### config.mk
export PLATFORM = sky130hd
export DESIGN_NAME = serial_subtractor
export DESIGN_NICKNAME = d
export VERILOG_FILES = /design/src/rtl/serial_sub_pkg.sv /design/src/rtl/full_subtractor.sv /design/src/rtl/serial_subtractor.sv
export SDC_FILE = /design/constraint.sdc
export NUM_CORES = 1
export LEC_CHECK = 0
export BUFFER_PORTS_ARGS = -buffer_cell sky130_fd_sc_hd__buf_2
export CAP_MARGIN = 20
export CELL_PAD_IN_SITES_DETAIL_PLACEMENT = 1
export CELL_PAD_IN_SITES_GLOBAL_PLACEMENT = 2
export CORE_MARGIN = 2
export CORE_UTILIZATION = 25
export DETAILED_ROUTE_END_ITERATION = 16
export HOLD_SLACK_MARGIN = 0.02
export PLACE_DENSITY = 0.68
export SYNTH_ARGS = -nofsm -noshare
export SYNTH_HDL_FRONTEND = slang
export SYNTH_SLANG_ARGS = --single-unit
### constraint.sdc
create_clock -name clk -period 3.3 [get_ports clk]
set_input_delay 0.33 -clock clk [delete_from_list [all_inputs] [get_ports clk]]
set_output_delay 0.33 -clock clk [all_outputs]
set_load 0.01 [all_outputs]
### src/rtl/serial_sub_pkg.sv
// Shared definitions for the bit-serial subtractor: FSM state encoding and
// the default operand width.
package serial_sub_pkg;

  typedef enum logic [1:0] {
    IDLE  = 2'd0,
    SHIFT = 2'd1,
    DONE  = 2'd2
  } state_e;

  localparam int DEFAULT_WIDTH = 8;

endpackage

### src/rtl/full_subtractor.sv
// One-bit full subtractor cell: difference = a - b - bin, with borrow-out.
module full_subtractor (
  input  logic a,
  input  logic b,
  input  logic bin,
  output logic difference,
  output logic borrow
);

  assign difference = a ^ b ^ bin;
  assign borrow     = (~a & b) | (~(a ^ b) & bin);

endmodule

### src/rtl/serial_subtractor.sv
// Bit-serial WIDTH-bit subtractor: a - b - bin computed LSB-first, one bit per
// clock, through a single full_subtractor cell, with valid/ready on both sides.
module serial_subtractor
  import serial_sub_pkg::*;
#(
  parameter int WIDTH = DEFAULT_WIDTH
) (
  input  logic             clk,
  input  logic             rst_n,
  input  logic             in_valid,
  output logic             in_ready,
  input  logic [WIDTH-1:0] a,
  input  logic [WIDTH-1:0] b,
  input  logic             bin,
  output logic             out_valid,
  input  logic             out_ready,
  output logic [WIDTH-1:0] difference,
  output logic             borrow
);

  localparam int CW = (WIDTH > 1) ? $clog2(WIDTH) : 1;
  localparam logic [CW-1:0] LAST_BIT = CW'(WIDTH - 1);

  state_e           state_q;
  logic [WIDTH-1:0] a_q;
  logic [WIDTH-1:0] b_q;
  logic [WIDTH-1:0] res_q;
  logic             br_q;
  logic [CW-1:0]    cnt_q;
  logic             in_ready_q;
  logic             out_valid_q;
  logic             cell_d;
  logic             cell_bo;

  full_subtractor u_cell (
    .a          (a_q[0]),
    .b          (b_q[0]),
    .bin        (br_q),
    .difference (cell_d),
    .borrow     (cell_bo)
  );

  // FSM, shift registers, borrow register and registered handshake flags.
  always_ff @(posedge clk) begin
    if (!rst_n) begin
      state_q     <= IDLE;
      a_q         <= '0;
      b_q         <= '0;
      res_q       <= '0;
      br_q        <= 1'b0;
      cnt_q       <= '0;
      in_ready_q  <= 1'b0;
      out_valid_q <= 1'b0;
    end else begin
      case (state_q)
        IDLE: begin
          out_valid_q <= 1'b0;
          if (in_valid && in_ready_q) begin
            a_q        <= a;
            b_q        <= b;
            br_q       <= bin;
            cnt_q      <= '0;
            in_ready_q <= 1'b0;
            state_q    <= SHIFT;
          end else begin
            in_ready_q <= 1'b1;
          end
        end
        SHIFT: begin
          // Result fills from the MSB so bit 0 lands in place after WIDTH shifts.
          a_q        <= {1'b0, a_q[WIDTH-1:1]};
          b_q        <= {1'b0, b_q[WIDTH-1:1]};
          res_q      <= {cell_d, res_q[WIDTH-1:1]};
          br_q       <= cell_bo;
          cnt_q      <= cnt_q + CW'(1);
          in_ready_q <= 1'b0;
          if (cnt_q == LAST_BIT) begin
            state_q     <= DONE;
            out_valid_q <= 1'b1;
          end else begin
            out_valid_q <= 1'b0;
          end
        end
        DONE: begin
          if (out_ready) begin
            state_q     <= IDLE;
            out_valid_q <= 1'b0;
            in_ready_q  <= 1'b1;
          end else begin
            out_valid_q <= 1'b1;
            in_ready_q  <= 1'b0;
          end
        end
        default: begin
          state_q     <= IDLE;
          out_valid_q <= 1'b0;
          in_ready_q  <= 1'b0;
        end
      endcase
    end
  end

  assign in_ready   = in_ready_q;
  assign out_valid  = out_valid_q;
  assign difference = res_q;
  assign borrow     = br_q;

endmodule

==> summary.md <==
| Metric | Value |
|---|---|
| Status | finished clean |
| Startpoint type of the worst setup path | register |
| Final instance area | 1860 sq um |
| Post-route antenna net violation count | 0 |
| Clock buffer count from CTS | 5 |
| Max stage delay on crit path | 0.58 ns |
| Worst-skew pair later-pin latency | 0.28 ns |
| Pwr/cell area | 709 nW/um^2 |
| Ys flop type | dfxtp_1 |
| Initial antenna violation count | 0 |
| Area delta synth->final | 15.8% |
| Post-synthesis simple-gate area fraction | 0.170 |
| Maximum VDD drop | 0.000265 V |
| Post-synth EDFFs | 0 |
| Area leader, netlist | dfxtp_1 |
| Chip height | 84.1 um |
| Drt pass-1 iters | 3 |
| Yosys warning count | 0 |
| Htree depth | 2 |
| Setup TNS | 0 ns |
| Clock Sinks | 32 |
| CTS tree | yes |
| Gp weighted congestion | 0.702 |
| Count of max-cap constraint violations | 0 |
| Final setup violation count | 0 |
| RSZ-0062 raised after global routing | no |
| Worst Path Class, Setup | reg -> reg |
| Pleak | 0.000715 uW |
| Seq cells post-synth | 32 |
| Post-route setup slack | 1.36 ns |
| Share of the synthesized area in the top cell type | 0.399 |
| Adder-Cell Fraction of Synth Area | 0.0671 |
| Number of remaining DRC errors | 0 |
| Worst Setup End Kind | register |
| Nets | 211 |
| Mapped Area | 1600 sq um |
| Dpl cell area | 1780 sq um |
| Worst Path Buf+Inv | 1 |
| Largest net degree at the start of global routing | 27 |
| Synth area leaders | dfxtp_1, mux2i_1, a211oi_2 |
| Post-DR wirelength/cell | 13.4 um |
| Final Max Slew Viols | 0 |
| Min Tclk post-route | 1.94 ns |
| Share of cells above drive strength 1 | 0.335 |
| Synth unique cells | 28 |
| Dpl hpwl | 2410 um |
| Critical Path RT | 3.44 ns |
| Core box area | 6280 sq um |
| Number of diodes | 0 |
| FILL cells | 729 |
| CTS Hold Buffers Added | 0 |
| Crit path cell chain | inv_1 -> ha_1 -> nand2b_1 -> nand2_2 -> a211oi_1 |
| Crit path max-delay cell type | ha_1 |
| Via Count | 1182 |
| Mux cell area share after synthesis | 0.156 |
| Syn Area/Cell | 10.5 sq um |
| GRT overflow | 0 |
| Gate Count Post-Synth | 153 |
| Slew Limit Headroom | 0.420 |
| Starting Density | 0.256 |
| First-pass GRT wire length | 6020 um |
| Max FO, Critical Path | 18 |
| Vias in the first global route | 1264 |
| Port Buf Inserts | 31 |
| Reg clk slew, reported paths | 0.07 ns |
| Clock tree buffer depth | 2 |
| Post-synthesis xor/xnor area fraction | 0 |
| PostCTS Resize Cnt | 0 |
| Post-Place Worst Slack | 1.34 ns |
| Synth Net Count | 182 |
| Iter 0 DRT Violations | 25 |
| Critical Path AT | 2.08 ns |
| Worst-Margin Slew | 0.871 ns |
| Vias per std cell | 4.56 |
| Combinational family with the most area after synthesis | simple AND/OR/NAND/NOR gates |
| Root Buffer | clkbuf_8 |
| Final Skew | 0.00413 ns |
| Final Hold Viols | 0 |
| Post-Route WL | 3470 um |
| GRT Total Usage | 0.106 |
| Maximum clock rate | 0.516 GHz |
| Period utilization | 0.587 |
| IO Count | 32 |
| Sequential fraction of the synthesis area | 0.399 |
| Die Span X | 84.1 um |
| Hold Worst Slack | 0.307 ns |
| Post-CTS Setup Bufs | 0 |
| Asr flop ratio synth | 0 |
| Die area | 7070 sq um |
| Top delay family on crit path | simple AND/OR/NAND/NOR gates |
| Row cnt | 29 |
| Hold Crit Class | in -> reg |
| Compound-cell area share of the yosys netlist | 0.139 |
==> tightest hold or removal path: stages <==
cell and delay (ns):
buf_2 0.10, nand2_1 0.05, a21oi_1 0.05
==> logic make-up (layout without fill, tap and decap cells) <==
logic type / Yosys count / after routing
buf+inv: 17 / 46
simple gates: 47 / 47
fa+ha+maj: 8 / 8
mux: 25 / 25
compound gates: 24 / 24
flops: 32 / 32
==> power by group <==
group	total, uW	switching [uW]	leakage (uW)	internal, uW
registers	529	57.8	0.000261	471
clock network	283	139	0.0000410	143
logic	505	275	0.000413	230
total	1320	472	0.000715	845
==> metrics by stage <==
| step | total power (uW) | cells | util |
|---|---|---|---|
| 2_1_floorplan | 964 | 153 | - |
| 3_3_place_gp | 1050 | 252 | 0.283 |
| 3_5_place_dp | 1050 | 252 | 0.283 |
| 4_1_cts | 1340 | 259 | 0.296 |
| 5_1_grt | 1420 | 259 | 0.296 |
| 6_report | 1320 | 259 | 0.296 |
==> cell usage in the layout, fill, tap and decap left out, types with 3 or more instances in the layout <==
cell,netlist,final
dfxtp_1,32,32
buf_2,3,31
mux2i_1,25,25
a211oi_2,10,10
nand2_1,10,10
nor2_1,9,9
nor3_2,8,8
nor3_1,7,7
ha_1,7,7
inv_1,6,6
nand3_1,5,5
a211oi_1,5,5
clkbuf_8,0,5
a21oi_1,4,4
nand4b_1,3,3
o21ai_1,3,3
==> state kept, by name, summed over array words and instances, names as in the netlist <==
name	count
a_q	8
b_q	8
borrow	1
cnt_q	3
difference	8
in_ready	1
out_valid	1
state_q	2
==> cell usage after synthesis (all sizes together), types with 3 or more instances <==
| cell | count |
|---|---|
| nand2 | 11 |
| nand4b | 3 |
| buf | 8 |
| o21ai | 3 |
| a21oi | 4 |
| nand3 | 5 |
| mux2i | 25 |
| a211oi | 15 |
| inv | 7 |
| nor2 | 9 |
| nor3 | 15 |
| ha | 7 |
| dfxtp | 32 |
==> final cells by class <==
class | instances | area [sq um] | share of cell area
multi-input combinational | 104 | 853 | 0.460
timing repair buffer | 32 | 163 | 0.0876
sequential | 32 | 641 | 0.345
clock buffer | 6 | 72.6 | 0.0391
clock inverter | 1 | 5.00 | 0.00270
tap | 77 | 96.3 | 0.0519
inverter | 7 | 26.3 | 0.0142
==> path summary, 6_finish.rpt <==
kind                           start             endpoint  slack (ns)  cells after the start
min                        out_ready  in_ready$_SDFF_PN0_        0.31                      3
min reg2reg      a_q[7]$_SDFFE_PN0P_  a_q[7]$_SDFFE_PN0P_        0.45                      2
max reg2reg  state_q[1]$_SDFFE_PN0P_  a_q[0]$_SDFFE_PN0P_        1.36                      5
max          state_q[1]$_SDFFE_PN0P_  a_q[0]$_SDFFE_PN0P_        1.36                      5
==> per-layer routing <==
| metal | up-vias | wire (um) | GRT usage |
|---|---|---|---|
| li1 | 598 | - | - |
| met1 | 545 | 1740 | 0.139 |
| met2 | 31 | 1480 | 0.164 |
| met3 | 8 | 192 | 0.0346 |
| met4 | 0 | 56 | 0.0396 |
| met5 | - | 0 | 0 |
No activity file was read; power rests on OpenSTA's default activity.
